## src/rtl/lsu_bridge_if.sv

```systemverilog
`default_nettype none
// +----------------------------------------------------------------------------+
// | Module   : lsu_bridge_if                                                   |
// | Purpose  : Bundles the CPU-side request/response handshake and the        |
// |            memory-side word bus of the load/store bridge.                  |
// | Modports : slave  - the bridge's view (drives req_ready, resp_*, stall,    |
// |                     mem_addr/wdata/be, mem_read_en/mem_write_en)           |
// |            master - the environment's view (drives req_*, mem_busy,        |
// |                     mem_read_avail, mem_rdata)                             |
// | Signals  : req_valid/req_ready/req_we/req_addr/req_wdata/req_size/         |
// |            req_unsigned, resp_valid/resp_rdata/resp_err, stall,            |
// |            mem_addr (word address), mem_wdata, mem_be, mem_write_en,       |
// |            mem_read_en, mem_busy, mem_read_avail, mem_rdata                |
// | Revision : 1.0 - initial release                                           |
// +----------------------------------------------------------------------------+
interface lsu_bridge_if #(
  parameter int CPU_W  = 32,
  parameter int MEM_W  = 16,
  parameter int ADDR_W = 23
);
  localparam int OFF_W = $clog2(MEM_W / 8);

  logic                      req_valid;
  logic                      req_ready;
  logic                      req_we;
  logic [ADDR_W-1:0]         req_addr;
  logic [CPU_W-1:0]          req_wdata;
  logic [1:0]                req_size;
  logic                      req_unsigned;

  logic                      resp_valid;
  logic [CPU_W-1:0]          resp_rdata;
  logic                      resp_err;
  logic                      stall;

  logic [ADDR_W-OFF_W-1:0]   mem_addr;
  logic [MEM_W-1:0]          mem_wdata;
  logic [MEM_W/8-1:0]        mem_be;
  logic                      mem_write_en;
  logic                      mem_read_en;
  logic                      mem_busy;
  logic                      mem_read_avail;
  logic [MEM_W-1:0]          mem_rdata;

  modport slave (
    input  req_valid, req_we, req_addr, req_wdata, req_size, req_unsigned,
    input  mem_busy, mem_read_avail, mem_rdata,
    output req_ready, resp_valid, resp_rdata, resp_err, stall,
    output mem_addr, mem_wdata, mem_be, mem_write_en, mem_read_en
  );

  modport master (
    output req_valid, req_we, req_addr, req_wdata, req_size, req_unsigned,
    output mem_busy, mem_read_avail, mem_rdata,
    input  req_ready, resp_valid, resp_rdata, resp_err, stall,
    input  mem_addr, mem_wdata, mem_be, mem_write_en, mem_read_en
  );
endinterface
`default_nettype wire

```

## src/rtl/lsu_bridge.sv

```systemverilog
`default_nettype none
// +----------------------------------------------------------------------------+
// | Module   : lsu_bridge                                                      |
// | Purpose  : Converts one CPU load/store (byte..dword) into one or more      |
// |            narrower memory word beats, with alignment checking, lane      |
// |            replication for narrow stores, load extraction/extension and   |
// |            a per-beat wait timeout.                                        |
// | Ports    : clk     - clock                                                 |
// |            reset_n - asynchronous active-low reset                         |
// |            bus     - lsu_bridge_if.slave (CPU request/response + memory)   |
// | Revision : 1.0 - initial release                                           |
// +----------------------------------------------------------------------------+
module lsu_bridge #(
  parameter int CPU_W   = 32,
  parameter int MEM_W   = 16,
  parameter int ADDR_W  = 23,
  parameter int TIMEOUT = 255
) (
  input wire logic    clk,
  input wire logic    reset_n,
  lsu_bridge_if.slave bus
);

  localparam int MEM_BYTES = MEM_W / 8;
  localparam int OFF_W     = $clog2(MEM_BYTES);
  localparam int WADDR_W   = ADDR_W - OFF_W;
  localparam int MAX_BEATS = CPU_W / MEM_W;
  localparam int BEAT_W    = $clog2(MAX_BEATS + 1);
  localparam int TMO_W     = $clog2(TIMEOUT + 1);
  localparam int DIDX_W    = $clog2(CPU_W);

  typedef enum logic [1:0] {
    IDLE  = 2'd0,
    ISSUE = 2'd1,
    WAIT  = 2'd2,
    RESP  = 2'd3
  } state_t;

  state_t              state_q,  state_d;
  logic                we_q,     we_d;
  logic [ADDR_W-1:0]   addr_q,   addr_d;
  logic [CPU_W-1:0]    wdata_q,  wdata_d;
  logic [1:0]          size_q,   size_d;
  logic                uns_q,    uns_d;
  logic                err_q,    err_d;
  logic [BEAT_W-1:0]   beat_q,   beat_d;
  logic [BEAT_W-1:0]   nbeats_q, nbeats_d;
  logic [TMO_W-1:0]    tmo_q,    tmo_d;
  logic [CPU_W-1:0]    rbuf_q,   rbuf_d;

  // Request decode (valid in IDLE only)
  logic                w_misalign;
  int                  w_req_bits;
  // Beat completion in WAIT
  logic                w_beat_done;
  // Datapath helpers for the captured request
  int                  w_acc_bytes;
  int                  w_ld_bits;
  int                  w_off_bytes;
  logic                w_narrow;
  logic [CPU_W-1:0]    w_wshift;
  logic [MEM_W-1:0]    w_lanes;
  logic [MEM_BYTES-1:0] w_be;
  logic [CPU_W-1:0]    w_load_raw;
  logic [CPU_W-1:0]    w_load_mask;
  logic                w_load_sign;
  logic [CPU_W-1:0]    w_load_ext;

  // --------------------------------------------------------------------------
  // State register
  // --------------------------------------------------------------------------
  always_ff @(posedge clk or negedge reset_n) begin
    if (!reset_n) begin
      state_q  <= IDLE;
      we_q     <= 1'b0;
      addr_q   <= '0;
      wdata_q  <= '0;
      size_q   <= '0;
      uns_q    <= 1'b0;
      err_q    <= 1'b0;
      beat_q   <= '0;
      nbeats_q <= '0;
      tmo_q    <= '0;
      rbuf_q   <= '0;
    end else begin
      state_q  <= state_d;
      we_q     <= we_d;
      addr_q   <= addr_d;
      wdata_q  <= wdata_d;
      size_q   <= size_d;
      uns_q    <= uns_d;
      err_q    <= err_d;
      beat_q   <= beat_d;
      nbeats_q <= nbeats_d;
      tmo_q    <= tmo_d;
      rbuf_q   <= rbuf_d;
    end
  end

  // --------------------------------------------------------------------------
  // Next-state logic
  // --------------------------------------------------------------------------
  always_comb begin
    state_d  = state_q;
    we_d     = we_q;
    addr_d   = addr_q;
    wdata_d  = wdata_q;
    size_d   = size_q;
    uns_d    = uns_q;
    err_d    = err_q;
    beat_d   = beat_q;
    nbeats_d = nbeats_q;
    tmo_d    = tmo_q;
    rbuf_d   = rbuf_q;

    // A dword on a 32-bit CPU has nowhere to go, so it is treated as misaligned.
    w_misalign = ((bus.req_addr & ADDR_W'((1 << bus.req_size) - 1)) != '0) ||
                 ((bus.req_size == 2'd3) && (CPU_W == 32));
    w_req_bits = 8 << bus.req_size;

    // Writes cannot complete on the first WAIT cycle: the memory needs one
    // cycle to raise mem_busy after accepting the write.
    w_beat_done = we_q ? (!bus.mem_busy && (tmo_q != '0)) : bus.mem_read_avail;

    unique case (state_q)
      IDLE: begin
        if (bus.req_valid) begin
          we_d     = bus.req_we;
          addr_d   = bus.req_addr;
          wdata_d  = bus.req_wdata;
          size_d   = bus.req_size;
          uns_d    = bus.req_unsigned;
          beat_d   = '0;
          tmo_d    = '0;
          rbuf_d   = '0;
          nbeats_d = (w_req_bits <= MEM_W) ? BEAT_W'(1) : BEAT_W'(w_req_bits / MEM_W);
          err_d    = w_misalign;
          state_d  = w_misalign ? RESP : ISSUE;
        end
      end

      ISSUE: begin
        tmo_d = '0;
        if (!bus.mem_busy) begin
          state_d = WAIT;
        end
      end

      WAIT: begin
        if (w_beat_done) begin
          if (!we_q) begin
            for (int k = 0; k < MAX_BEATS; k++) begin
              if (beat_q == BEAT_W'(k)) begin
                rbuf_d[k*MEM_W +: MEM_W] = bus.mem_rdata;
              end
            end
          end
          if (beat_q == nbeats_q - BEAT_W'(1)) begin
            state_d = RESP;
          end else begin
            beat_d  = beat_q + BEAT_W'(1);
            state_d = ISSUE;
          end
        end else if (tmo_q == TMO_W'(TIMEOUT - 1)) begin
          err_d   = 1'b1;
          state_d = RESP;
        end else begin
          tmo_d = tmo_q + TMO_W'(1);
        end
      end

      RESP: begin
        state_d = IDLE;
      end

      default: begin
        state_d = IDLE;
      end
    endcase
  end

  // --------------------------------------------------------------------------
  // Datapath: store lanes / byte enables and load extraction
  // --------------------------------------------------------------------------
  always_comb begin
    w_acc_bytes = 1 << size_q;
    w_ld_bits   = 8 << size_q;
    w_off_bytes = int'(addr_q & ADDR_W'(MEM_BYTES - 1));
    // Accesses narrower than a memory word occupy part of one word; wider
    // ones are size-aligned, so they start at lane 0 of each beat.
    w_narrow    = (w_acc_bytes < MEM_BYTES);

    w_wshift = wdata_q >> (int'(beat_q) * MEM_W);
    w_lanes  = w_wshift[MEM_W-1:0];
    w_be     = '1;
    if (w_narrow) begin
      for (int i = 0; i < MEM_BYTES; i++) begin
        unique case (size_q)
          2'd0:    w_lanes[i*8 +: 8] = wdata_q[7:0];
          2'd1:    w_lanes[i*8 +: 8] = wdata_q[(i % 2)*8 +: 8];
          default: w_lanes[i*8 +: 8] = wdata_q[(i % 4)*8 +: 8];
        endcase
      end
      w_be = MEM_BYTES'(((1 << w_acc_bytes) - 1) << w_off_bytes);
    end

    w_load_raw  = w_narrow ? (rbuf_q >> (w_off_bytes * 8)) : rbuf_q;
    w_load_mask = '1;
    w_load_sign = 1'b0;
    if (w_ld_bits < CPU_W) begin
      w_load_mask = {CPU_W{1'b1}} >> (CPU_W - w_ld_bits);
    end
    if (w_ld_bits <= CPU_W) begin
      w_load_sign = w_load_raw[DIDX_W'(w_ld_bits - 1)];
    end
    w_load_ext = (w_load_raw & w_load_mask) |
                 ((!uns_q && w_load_sign) ? ~w_load_mask : '0);
  end

  // --------------------------------------------------------------------------
  // Outputs (all zero while reset_n is low, since the state is forced IDLE
  // and the IDLE-dependent outputs are gated by reset_n)
  // --------------------------------------------------------------------------
  always_comb begin
    bus.req_ready    = reset_n && (state_q == IDLE);
    bus.stall        = reset_n && ((state_q == ISSUE) || (state_q == WAIT) ||
                                   ((state_q == IDLE) && bus.req_valid));
    bus.resp_valid   = (state_q == RESP);
    bus.resp_err     = (state_q == RESP) && err_q;
    bus.resp_rdata   = ((state_q == RESP) && !err_q && !we_q) ? w_load_ext : '0;

    bus.mem_read_en  = (state_q == ISSUE) && !bus.mem_busy && !we_q;
    bus.mem_write_en = (state_q == ISSUE) && !bus.mem_busy &&  we_q;
    bus.mem_addr     = '0;
    bus.mem_wdata    = '0;
    bus.mem_be       = '0;
    if (state_q == ISSUE) begin
      bus.mem_addr  = addr_q[ADDR_W-1:OFF_W] + WADDR_W'(beat_q);
      bus.mem_wdata = w_lanes;
      bus.mem_be    = w_be;
    end
  end

endmodule
`default_nettype wire

```

## src/flat_wrapper.sv

```systemverilog
// flat-port wrapper written by rule: the top's interface ports become plain ports
module lsu_bridge_flat 
#(
  parameter int CPU_W   = 32,
  parameter int MEM_W   = 16,
  parameter int ADDR_W  = 23,
  parameter int TIMEOUT = 255
)
  (clk, reset_n, bus_req_valid, bus_req_we, bus_req_addr, bus_req_wdata, bus_req_size, bus_req_unsigned, bus_mem_busy, bus_mem_read_avail, bus_mem_rdata, bus_req_ready, bus_resp_valid, bus_resp_rdata, bus_resp_err, bus_stall, bus_mem_addr, bus_mem_wdata, bus_mem_be, bus_mem_write_en, bus_mem_read_en);
  lsu_bridge_if #(.CPU_W(CPU_W), .MEM_W(MEM_W), .ADDR_W(ADDR_W)) bus_i ();
  input wire logic clk;
  input wire logic reset_n;
  input wire logic [$bits(bus_i.req_valid)-1:0] bus_req_valid;
  input wire logic [$bits(bus_i.req_we)-1:0] bus_req_we;
  input wire logic [$bits(bus_i.req_addr)-1:0] bus_req_addr;
  input wire logic [$bits(bus_i.req_wdata)-1:0] bus_req_wdata;
  input wire logic [$bits(bus_i.req_size)-1:0] bus_req_size;
  input wire logic [$bits(bus_i.req_unsigned)-1:0] bus_req_unsigned;
  input wire logic [$bits(bus_i.mem_busy)-1:0] bus_mem_busy;
  input wire logic [$bits(bus_i.mem_read_avail)-1:0] bus_mem_read_avail;
  input wire logic [$bits(bus_i.mem_rdata)-1:0] bus_mem_rdata;
  output wire logic [$bits(bus_i.req_ready)-1:0] bus_req_ready;
  output wire logic [$bits(bus_i.resp_valid)-1:0] bus_resp_valid;
  output wire logic [$bits(bus_i.resp_rdata)-1:0] bus_resp_rdata;
  output wire logic [$bits(bus_i.resp_err)-1:0] bus_resp_err;
  output wire logic [$bits(bus_i.stall)-1:0] bus_stall;
  output wire logic [$bits(bus_i.mem_addr)-1:0] bus_mem_addr;
  output wire logic [$bits(bus_i.mem_wdata)-1:0] bus_mem_wdata;
  output wire logic [$bits(bus_i.mem_be)-1:0] bus_mem_be;
  output wire logic [$bits(bus_i.mem_write_en)-1:0] bus_mem_write_en;
  output wire logic [$bits(bus_i.mem_read_en)-1:0] bus_mem_read_en;
  assign bus_i.req_valid = bus_req_valid;
  assign bus_i.req_we = bus_req_we;
  assign bus_i.req_addr = bus_req_addr;
  assign bus_i.req_wdata = bus_req_wdata;
  assign bus_i.req_size = bus_req_size;
  assign bus_i.req_unsigned = bus_req_unsigned;
  assign bus_i.mem_busy = bus_mem_busy;
  assign bus_i.mem_read_avail = bus_mem_read_avail;
  assign bus_i.mem_rdata = bus_mem_rdata;
  assign bus_req_ready = bus_i.req_ready;
  assign bus_resp_valid = bus_i.resp_valid;
  assign bus_resp_rdata = bus_i.resp_rdata;
  assign bus_resp_err = bus_i.resp_err;
  assign bus_stall = bus_i.stall;
  assign bus_mem_addr = bus_i.mem_addr;
  assign bus_mem_wdata = bus_i.mem_wdata;
  assign bus_mem_be = bus_i.mem_be;
  assign bus_mem_write_en = bus_i.mem_write_en;
  assign bus_mem_read_en = bus_i.mem_read_en;
  lsu_bridge #(.CPU_W(CPU_W), .MEM_W(MEM_W), .ADDR_W(ADDR_W), .TIMEOUT(TIMEOUT)) u_core (.clk(clk), .reset_n(reset_n), .bus(bus_i));
endmodule
```

## config.mk

```make
export PLATFORM = sky130hd
export DESIGN_NAME = lsu_bridge_flat
export DESIGN_NICKNAME = d
export VERILOG_FILES = /design/src/rtl/lsu_bridge_if.sv /design/src/rtl/lsu_bridge.sv /design/src/flat_wrapper.sv
export SDC_FILE = /design/constraint.sdc
export NUM_CORES = 1
export LEC_CHECK = 0
export CAP_MARGIN = 30
export CORE_UTILIZATION = 30
export CTS_CLUSTER_SIZE = 25
export DETAILED_ROUTE_END_ITERATION = 7
export DONT_BUFFER_PORTS = 1
export PLACE_DENSITY = 0.49
export REMOVE_ABC_BUFFERS = 1
export SETUP_SLACK_MARGIN = 0.4
export SLEW_MARGIN = 30
export SYNTH_ARGS = -nofsm -noshare
export SYNTH_HDL_FRONTEND = slang
export SYNTH_SLANG_ARGS = --single-unit
```

## constraint.sdc

```tcl
create_clock -name clk -period 8.5 [get_ports clk]
set_input_delay 2.55 -clock clk [delete_from_list [all_inputs] [get_ports clk]]
set_output_delay 2.55 -clock clk [all_outputs]
set_load 0.03 [all_outputs]
```

# Yosys cells after proc, flatten, opt, wreduce, memory -nomap -nowiden
# Cells that the tools add are included.
# word_totals
ff_bits	106
input_bits	80
output_inout_bits	78
word_cells	132
# op_classes
addsub	9
n_lt_le_gt_ge	5
n_eq_ne	18
n_shift	9
n_mux	41
n_bitwise	5
reduce_logical	33
# ops
op	count
two-way mux 32 bit	7
two-way mux 16 bit	4
case mux 32 bit (2 select lines)	1
left shift 4 x 2 -> 32 bit, first input constant	2
AND 32 bit	1
less-or-equal comparator 32 x 6 -> 1 bit, second input constant	1
less-or-equal comparator 32 x 7 -> 1 bit, second input constant	1
< comparator 32 x 3 -> 1 bit, second input constant	1
< comparator 32 x 7 -> 1 bit, second input constant	1
two-way mux 8 bit	4
inverter 32 bit	1
OR 32 bit	1
left shift 1 x 2 -> 32 bit, first input constant	1
left shift 1 x 32 -> 32 bit, first input constant	1
left shift 32 x 1 -> 2 bit	1
>> shifter 32 x 32 -> 32 bit, first input constant	1
>> shifter 32 x 4 -> 32 bit	1
>> shifter 32 x 6 -> 16 bit	1
subtractor 32 x 2 -> 32 bit, second input constant	1
subtractor 7 x 32 -> 32 bit, first input constant	1
two-way mux 2 bit	12
case mux 8 bit (3 select lines)	1
AND 23 bit	1
nonzero test 23 bit	1
other kinds (35)	72

# Longest topological paths before layout
# depth
depth_word	11
ltp_mapped	8
ltp_nobuf	8

# Worst setup path after synthesis
# No wires, ideal clock.
# synth_timing
kind	input port to output port
from	input bus_req_valid
to	output bus_stall
t_arrival_ns	3.419
required_ns	5.950
setup_slack_ns	2.531
path_stages	4
path_buffers	2
cell_sequence	and2_1 -> clkbuf_1 -> clkbuf_1 -> o21a_1
# synth_between
elab_chain_len	3
# synth_lines
item	line	source
from (decl)	flat_wrapper.sv:13	input wire logic [$bits(bus_i.req_valid)-1:0] bus_req_valid;
logical AND 1 bit	lsu_bridge.sv:227	((state_q == IDLE) && bus.req_valid));
logical OR 1 bit	lsu_bridge.sv:226	bus.stall = reset_n && ((state_q == ISSUE) || (state_q == WAIT) ||
logical AND 1 bit	lsu_bridge.sv:226	
to (decl)	flat_wrapper.sv:26	output wire logic [$bits(bus_i.stall)-1:0] bus_stall;
# No other way between the ends.

# Final worst setup path
# layout_timing
from	register u_core.beat_q[0]
to	output bus_mem_addr[14]
# layout_between
elab_chain_len	2
# layout_lines
item	line	source
from (decl)	lsu_bridge.sv:46	logic [BEAT_W-1:0] beat_q, beat_d;
from (signal assigned)	lsu_bridge.sv:93	beat_q <= beat_d;
adder 22 x 2 -> 22 bit	lsu_bridge.sv:238	bus.mem_addr = addr_q[ADDR_W-1:OFF_W] + WADDR_W'(beat_q);
two-way mux 22 bit	lsu_bridge.sv:237	if (state_q == ISSUE) begin
to (decl)	flat_wrapper.sv:27	output wire logic [$bits(bus_i.mem_addr)-1:0] bus_mem_addr;
# No other way between the ends.

==> metrics.txt <==
final cell count without fillers 896; synthesized cell area 6041 µm²; via count of the first global-routing pass 4657; slowest cell on the critical path sky130_fd_sc_hd__a21boi_0; maximum single-stage delay on the critical path 0.78 ns; clock sinks between 100 and 150; series of cell instances along the critical path ha_1 -> inv_1 -> fa_1 -> and2b_1 -> nand4_1 -> or3_1 -> a21boi_0; nature of the critical path endpoint output pin; Max Fclk 0.1614 GHz; flip-flop and latch count after synthesis 106; antenna violations before repair 1; Max transition margin 0.3347; area used by sequential logic in the layout 2654 µm²; Worst Slack Setup Final 2.305 ns; Gate Count Post-Synth between 600 and 700; Num CTS Buffers 9; clock slew at the register clock pins of the worst setup and hold paths 0.07 ns; CTS tree built; worst hold-check path type reg2reg; post-route core utilization 0.3356; Hold Vio Cnt, Final 0; area of the core region just under 20000 µm²; P_leak 2.684 nW; finished layout cell area 6575 µm²; final wirelength 16160 µm; CTS hold repair buffers 0; number of synthesized flops with an enable pin 0; placed standard-cell area between 6000 and 7000 µm²; wire length per cell ~18 µm; setup slack after placement 2.308 ns; RSZ-0062 raised after global routing no; maximum root-to-sink buffer count 2; via-per-instance ratio 5.033; clock insertion delay at the later pin of the skew report 0.36 ns; share of layout cells above drive strength 1 0.1476; first-pass GRT wire length roughly 25000 µm; power density of the placed cells roughly 380 nW/µm²; die area 20710 µm²; Filler Cell Count 2053; flip-flop cell with the highest count after synthesis sky130_fd_sc_hd__dfrtp_1; Total Nets Final 721; Final Hold Slack between 0.4 and 0.5 ns; Critical Path Source Type register; count of final max-slew check failures 0; vias after detailed routing 4510; Final Wtd Congestion 0.8030; Clock Skew approximately 0.0095 ns; # H-tree levels 3; maximum number of pins on one net before global-route repair roughly 110; WP buf/inv 1; row count 51; initial core utilization 0.3084; Global Route Usage Sum 0.1607; maximum fanout count along the critical path 25; mean cell area of the mapped netlist 9.366 µm²; setup total negative slack 0 ns; final setup violation count 0; width of the die ~140 µm; Largest delay share family, worst path simple AND/OR/NAND/NOR gates; required time worst endpoint 5.95 ns; async set-reset flop share out of synthesis 1.000; worst endpoint data arrival time 3.65 ns; register area share after synthesis 0.4391; total of max-cap violations 0; cell total after placement 879; total half-perimeter wirelength after legalization and detailed placement 11070 µm; actual slew at the worst max-slew pin 0.9958 ns; boundary pin count around 160; overall power after layout 2.482 mW; number of input and output port buffers inserted 0; run status completed; DRC violation count after routing 0; CTS-repair resized insts 0; Starting DRT DRC Count 182; Tcrit/Tclk final 0.7289; count of different cell masters after synthesis 57; vertical die dimension 143.9 µm; number of buffers inserted to repair setup after CTS 0; footprint of the multi-input gates 3131 µm²; yosys synthesis warning count 0; root buffer cell sky130_fd_sc_hd__clkbuf_16; peak ir drop on the vdd network 0.1829 mV; Final ANT Viol Nets 0; shortest period the worst path allows about 6.2 ns; Area growth syn-to-layout 8.844%; startpoint-to-endpoint class of the critical path reg2out; Pre-antenna DRT Iters 4; global route overflow 0
==> final timing paths <==
check / start / end / slack [ns] / cells past startpoint
min in group asynchronous: reset_n / u_core.rbuf_q[30] / 1.90 / 0
worst max-delay path: u_core.beat_q[0] / bus_mem_addr[14] / 2.30 / 7
worst min-delay path: u_core.rbuf_q[23] / u_core.rbuf_q[23] / 0.48 / 2
max in group asynchronous: reset_n / u_core.tmo_q[6] / 6.29 / 0
worst max register to register: u_core.beat_q[0] / u_core.rbuf_q[15] / 5.81 / 5
worst min register to register: u_core.rbuf_q[23] / u_core.rbuf_q[23] / 0.48 / 2
==> logic make-up (layout without fill, tap and decap cells) <==
family	Yosys count	in the layout	synth area share
muxes	66	66	0.1205
DFF	106	106	0.4391
xor gates and xnor gates	21	21	0.03045
and+or+nand+nor	235	235	0.1928
adders and majority gates	16	16	0.03438
other	0	1	0
AOI/OAI and AO/OA	133	133	0.1379
buffers and inverters	68	53	0.04474
==> sequential cells by signal, indices dropped and copies added, names as in the netlist <==
register,count
u_core.err_q,1
u_core.we_q,1
u_core.rbuf_q,32
u_core.addr_q,23
u_core.beat_q,2
u_core.uns_q,1
u_core.size_q,2
u_core.tmo_q,8
u_core.state_q,2
u_core.nbeats_q,2
u_core.wdata_q,32
==> per-layer routing <==
layer  global-route usage  part of all wire
met5                    0                 0
met4              0.04815             0.012
met3              0.04898             0.086
met2               0.2619              0.46
met1               0.2029              0.44
==> Yosys cell counts (all sizes together) (9+ instances only) <==
cell type  count  area share
dfrtp        106        0.44
mux2i         12       0.020
nor2          33       0.021
o21ai         67       0.056
inv           34       0.021
a21oi         34       0.028
mux2          54        0.10
clkbuf        25       0.016
and2          36       0.037
xnor2         14       0.020
nand3          9      0.0083
ha            15       0.031
nand2        103       0.064
==> placed cells by master, fill, tap and decap left out, types with 2 or more instances in the layout <==
cell / n
sky130_fd_sc_hd__a211oi_2: 2
sky130_fd_sc_hd__nand2b_1: 6
sky130_fd_sc_hd__nor3b_1: 2
sky130_fd_sc_hd__a21boi_0: 3
sky130_fd_sc_hd__inv_1: 34
sky130_fd_sc_hd__or2_2: 2
sky130_fd_sc_hd__mux2i_1: 12
sky130_fd_sc_hd__xor2_1: 7
sky130_fd_sc_hd__a31oi_1: 2
sky130_fd_sc_hd__and2_1: 35
sky130_fd_sc_hd__o21ai_0: 65
sky130_fd_sc_hd__or3_1: 6
sky130_fd_sc_hd__clkbuf_16: 9
sky130_fd_sc_hd__ha_1: 14
sky130_fd_sc_hd__mux2_2: 54
sky130_fd_sc_hd__nand4_1: 5
sky130_fd_sc_hd__nor3_1: 6
sky130_fd_sc_hd__o21bai_1: 2
sky130_fd_sc_hd__nand3_1: 8
sky130_fd_sc_hd__o21a_1: 2
sky130_fd_sc_hd__a21oi_1: 34
sky130_fd_sc_hd__a21o_1: 3
sky130_fd_sc_hd__a21boi_1: 2
sky130_fd_sc_hd__nand2_1: 103
sky130_fd_sc_hd__buf_4: 2
sky130_fd_sc_hd__xnor2_1: 14
sky130_fd_sc_hd__nor2b_1: 5
sky130_fd_sc_hd__a2111oi_2: 4
sky130_fd_sc_hd__dfrtp_1: 105
sky130_fd_sc_hd__and4_1: 2
sky130_fd_sc_hd__o21ai_1: 2
sky130_fd_sc_hd__nor4_1: 5
sky130_fd_sc_hd__and3_1: 8
sky130_fd_sc_hd__nor2_1: 32
==> tightest hold or removal path: cells and delay by family, from the launching register on <==
family           cells  cell delay (ns)
AO/OA/AOI/OAI        1             0.06
flip-flops           1             0.35
AND/OR/NAND/NOR      1             0.05
==> power by group <==
group	internal, mW	switching (mW)
registers	0.705	0.201
clock network	0.240	0.203
logic	0.401	0.731
==> cell type report <==
cell class	count	share of cell area
Sequential cell	106	0.4036
Timing Repair Buffer	2	0.002284
Tap cell	265	0.05043
Multi-Input combinational cell	471	0.4761
Inverter	35	0.01998
Antenna cell	1	0.0003806
Clock inverter	6	0.01085
Clock buffer	10	0.03635
Power figures use the tool's default switching activity.
